**config.mk**
```make
export PLATFORM = sky130hd
export DESIGN_NAME = datapath_controller
export DESIGN_NICKNAME = d
export VERILOG_FILES = /design/src/rtl/datapath_controller.sv
export SDC_FILE = /design/constraint.sdc
export NUM_CORES = 1
export LEC_CHECK = 0
export ABC_AREA = 1
export CORE_ASPECT_RATIO = 0.6
export CORE_MARGIN = 2
export CORE_UTILIZATION = 39
export CTS_CLUSTER_DIAMETER = 50
export CTS_CLUSTER_SIZE = 40
export DETAILED_ROUTE_END_ITERATION = 16
export GPL_TIMING_DRIVEN = 1
export PLACE_DENSITY = 0.76
export SLEW_MARGIN = 40
export SYNTH_ARGS = -nofsm -noshare
export SYNTH_HDL_FRONTEND = slang
export SYNTH_SLANG_ARGS = --single-unit
```
**constraint.sdc**
```tcl
create_clock -name clock -period 1.4 [get_ports clock]
set_input_delay 0.21 -clock clock [delete_from_list [all_inputs] [get_ports clock]]
set_output_delay 0.21 -clock clock [all_outputs]
set_load 0.01 [all_outputs]
```
**src/rtl/datapath_controller.sv**
```systemverilog
// Multi-cycle controller for RISC-V R-type instructions: accepts one word,
// decodes it, steps through execute/writeback and drives the datapath selects.
module datapath_controller #(
  parameter int CNT_W = 16
) (
  input  logic             clock,
  input  logic             reset,
  input  logic             instr_valid,
  input  logic [31:0]      instr,
  output logic             instr_ready,
  input  logic             zero_flag,
  output logic [4:0]       read_reg_num1,
  output logic [4:0]       read_reg_num2,
  output logic [4:0]       write_reg,
  output logic [3:0]       alu_control,
  output logic             regwrite,
  output logic             done,
  output logic             illegal,
  output logic             zero_out,
  output logic [CNT_W-1:0] retired_cnt
);

  typedef enum logic [1:0] {
    IDLE      = 2'd0,
    DECODE    = 2'd1,
    EXECUTE   = 2'd2,
    WRITEBACK = 2'd3
  } state_t;

  state_t           r_state;
  state_t           w_next;
  logic             r_legal;
  logic [4:0]       r_rs1;
  logic [4:0]       r_rs2;
  logic [4:0]       r_rd;
  logic [3:0]       r_alu;
  logic             r_zero;
  logic [CNT_W-1:0] r_cnt;
  logic             w_legal;
  logic [3:0]       w_alu;
  logic             w_accept;

  assign w_accept = (r_state == IDLE) && instr_valid;

  // Decode the word on the input bus so the selects are valid during DECODE.
  always_comb begin
    w_legal = 1'b0;
    w_alu   = 4'b0010;
    if (instr[6:0] == 7'b0110011) begin
      w_legal = 1'b1;
      case ({instr[31:25], instr[14:12]})
        10'b0000000_000: w_alu = 4'b0010;
        10'b0100000_000: w_alu = 4'b0110;
        10'b0000000_111: w_alu = 4'b0000;
        10'b0000000_110: w_alu = 4'b0001;
        10'b0000000_100: w_alu = 4'b0011;
        10'b0000000_001: w_alu = 4'b0100;
        10'b0000000_101: w_alu = 4'b0101;
        10'b0100000_101: w_alu = 4'b1000;
        10'b0000000_010: w_alu = 4'b0111;
        10'b0000000_011: w_alu = 4'b1001;
        default:         w_legal = 1'b0;
      endcase
    end
  end

  always_ff @(posedge clock or negedge reset) begin
    if (!reset) r_state <= IDLE;
    else        r_state <= w_next;
  end

  always_comb begin
    w_next = r_state;
    case (r_state)
      IDLE:      if (instr_valid) w_next = DECODE;
      DECODE:    w_next = r_legal ? EXECUTE : IDLE;
      EXECUTE:   w_next = WRITEBACK;
      WRITEBACK: w_next = IDLE;
      default:   w_next = IDLE;
    endcase
  end

  // Rejected words leave the ALU operation, zero capture and counter untouched.
  always_ff @(posedge clock or negedge reset) begin
    if (!reset) begin
      r_legal <= 1'b0;
      r_rs1   <= 5'd0;
      r_rs2   <= 5'd0;
      r_rd    <= 5'd0;
      r_alu   <= 4'b0010;
      r_zero  <= 1'b0;
      r_cnt   <= '0;
    end else begin
      if (w_accept) begin
        r_legal <= w_legal;
        r_rs1   <= instr[19:15];
        r_rs2   <= instr[24:20];
        r_rd    <= instr[11:7];
        if (w_legal) r_alu <= w_alu;
      end
      if (r_state == EXECUTE) r_zero <= zero_flag;
      if ((r_state == WRITEBACK) && (r_cnt != '1)) r_cnt <= r_cnt + CNT_W'(1);
    end
  end

  assign instr_ready   = (r_state == IDLE);
  assign done          = (r_state == WRITEBACK);
  assign regwrite      = (r_state == WRITEBACK) && (r_rd != 5'd0);
  assign illegal       = (r_state == DECODE) && !r_legal;
  assign read_reg_num1 = r_rs1;
  assign read_reg_num2 = r_rs2;
  assign write_reg     = r_rd;
  assign alu_control   = r_alu;
  assign zero_out      = r_zero;
  assign retired_cnt   = r_cnt;

endmodule

```
==> metrics.cfg <==
[worst_setup_path]
cp.required_ns = 1.19
crit_family = simple AND/OR/NAND/NOR gates
critPathMaxFanout = 2
worstPathCellList = or4_4 > o21ai_2 > inv_1 > buf_2
start_kind = flop
arrival_ns = 1.53
cp.buffers_inverters = 2
crit_type = reg2out
slowest_stage = or4_4
cp_slowest_stage_delay_ns = 0.54
cp-end-kind = output port

[power]
ir_worst_vdd_mv = 0.515
clkPwrFrac_pct = 39.5
power_leakage_nw = 2.10
powerDensity_mw_per_mm2 = 756
switching_share_pct = 23.3
p_seq_share_pct = 43.0
p_switching_uw = 666
intPower_mw = 2.20
p_total_mw = 2.86
p_comb_share_pct = 17.4

[synth]
yosys_warnings = 0
yosysSeqAreaShare_pct = 51.7
synth-seq-cells = 39
syn_inst = 208
synthTopCellsByArea = dfrtp_1, nand2_1, mux2_2
syn_avg_cell_area_um2 = 9.08
synth_area_mm2 = 0.00189
synth_top_area_share_pct = 50.3
synth_cell_types = 21
syn_nets = 245
synth_top_cell_by_area = dfrtp_1

[clocking]
cts_tree = yes
numClockSinks = 39
clk_pin_slew_worst_paths_ns = 0.08
cts_buffers = 5
clock_path_buffers = 2
insertion_delay_ns = 0.30
htreeDepth = 2
cts_root_buffer = clkbuf_8

[run_status]
outcome = finished with violations
violations = negative setup slack

[grt]
grt_pass1_wl_um = 9670
grt_max_degree = 26
grt-ovfl-total = 0
track_usage_pct = 23.3
antenna_found_initial = 0
grt_pass1_vias = 2053

[die]
fp.dieH_um = 57.9
rows = 19
die_area_mm2 = 0.00544
pin_count = 76
die_w_um = 93.9
core_mm2 = 0.00461
start_util_pct = 41.0

[routing]
drc = 0
routed_wl_um = 7630
drt_first_pass_iters = 4
via_per_inst = 5.31
vias = 2198
drtIter0Drc = 171
drtAntennaViolNets = 0
wl_per_cell_um = 18.4

[hold_path]
hold_class = in2async

[placed_design]
hpwlAfterDp_um = 3800
gp_congestion = 0.857
portBuffers = 75
dp_slack_ns = -0.450
dp_cells = 377

[sta]
final.setup.tns_ns = -4.05
drv_slew = 0
clock_skew_ns = 0.0103
rsz0062_at_grt = yes
slew_headroom_pct = 68.6
min_period_ns = 1.74
fmax_mhz = 576
worst_slack_ns = -0.336
timing.final.crit_share_pct = 124
worstMarginPinSlew_ns = 0.468
setup_viol = 19
hold_viol = 0

[cells_and_area]
drive_gt1_share_pct = 46.7
finalNonFillerCells = 414
areaGrowthSynthToFinish_pct = 100
largest_reg_flops = 16
diodes = 0
fillers = 251
nets = 387
postLayoutCoreUtil_pct = 82.1

[run]
cap_violations = 0

worst reg2reg max path, stage by stage (launching register included):
cell and delay [ns]:
dfrtp_1 0.42, ha_4 0.18, nand3_4 0.09, nor2_4 0.11
nand2_2 0.10, nor2_4 0.14, nand2_4 0.09, buf_12 0.16
nand2_8 0.09, buf_12 0.12, xnor2_2 0.10
Yosys cell counts:
master / instances
buf_2: 1
dfrtp_1: 38
dfstp_2: 1
ha_1: 1
inv_1: 20
inv_6: 1
mux2_2: 16
nand2_1: 50
nand2_2: 2
nand2_4: 1
nand3_1: 17
nand4_1: 3
nor2_1: 30
nor2_2: 3
nor3_1: 3
o2111ai_1: 1
o21ai_0: 3
or2_2: 1
or4_1: 1
xnor2_1: 6
xor2_1: 9
worst paths after layout:
check                                 start          endpoint  slack (ns)  cells after the start
min in group clock         read_reg_num2[2]  read_reg_num2[2]        0.51                      1
max in group asynchronous             reset  read_reg_num1[1]        0.51                      3
setup reg to reg             retired_cnt[0]    retired_cnt[0]       -0.26                     10
setup / recovery               write_reg[2]          regwrite       -0.34                      4
hold reg to reg            read_reg_num2[2]  read_reg_num2[2]        0.51                      1
hold / removal                        reset   retired_cnt[15]        0.41                      2
final cells by class:
cell class | count | area [um^2] | share of cell area, %
timing repair buffer | 134 | 1250 | 33.0
multi-input combinational | 148 | 1240 | 32.7
sequential | 39 | 977 | 25.8
inverter | 21 | 98.8 | 2.61
tap | 63 | 78.8 | 2.08
clock buffer | 6 | 72.6 | 1.92
clock inverter | 2 | 60.1 | 1.59
timing repair inverter | 1 | 11.3 | 0.297
power groups by stage:
stage               sequential (mW)  clock, mW  combinational, mW
global placement               1.25          0              0.468
finish                         1.23       1.13              0.500
global route                   1.24       1.20              0.529
detailed placement             1.25          0              0.473
floorplan                      1.28          0              0.103
CTS                            1.23       1.13              0.466
layout by cell type, fill, tap and decap left out, types with 2 or more instances in the layout:
master | netlist | routed
nand3_2 | 0 | 4
xnor2_2 | 0 | 4
nand2_1 | 50 | 23
nand3_1 | 17 | 9
nor3_1 | 3 | 2
dfrtp_1 | 38 | 38
nor2_4 | 0 | 14
nand2_8 | 0 | 2
buf_6 | 0 | 8
nand2_4 | 1 | 12
inv_2 | 0 | 3
inv_1 | 20 | 15
buf_2 | 1 | 3
xnor2_1 | 6 | 2
dlygate4sd2_1 | 0 | 28
nand2_2 | 2 | 17
nand4_1 | 3 | 3
xor2_1 | 9 | 8
clkbuf_8 | 0 | 5
dlymetal6s2s_1 | 0 | 17
buf_4 | 0 | 48
nand3_4 | 0 | 4
bufinv_16 | 0 | 2
buf_12 | 0 | 3
nor2_1 | 30 | 12
clkdlybuf4s50_1 | 0 | 24
nor2_2 | 3 | 7
mux2_2 | 16 | 15
metal layers:
layer	GRT usage, %	vias to the layer above	part of all wire [%]
met2	38.8	131	50
met3	5.85	27	7.9
li1	-	951	-
met5	0	-	0
met1	30.3	1089	39
met4	7.45	0	3.0
logic make-up (layout without fill, tap and decap cells):
group                      Yosys count  in the layout  share of synthesized area, %
DFF                                 39             39                          51.7
AOI/OAI and AO/OA                    4              4                          1.26
adders and majority gates            1              1                         0.662
and+or+nand+nor                    111            112                          25.2
muxes                               16             16                          9.54
buffers and inverters               22            164                          4.70
xor gates and xnor gates            15             15                          6.95
stage by stage:
stage / hold WS, ns / instance area, um^2
finish: 0.411 / 3790
global route: 0.434 / 3790
CTS: 0.375 / 3380
detailed placement: 0.147 / 2980
global placement: 0.144 / 2980
floorplan: -0.0856 / 1900
what timing repair did:
action	CTS	global route
hold endpoints to repair	13	0
hold buffers	1	0
setup endpoints to repair	55	33
buffers inserted	14	12
resized for setup	96	82
pin swaps	20	38
cloned	2	0
Note: power is estimated with default switching activity, not from simulation.
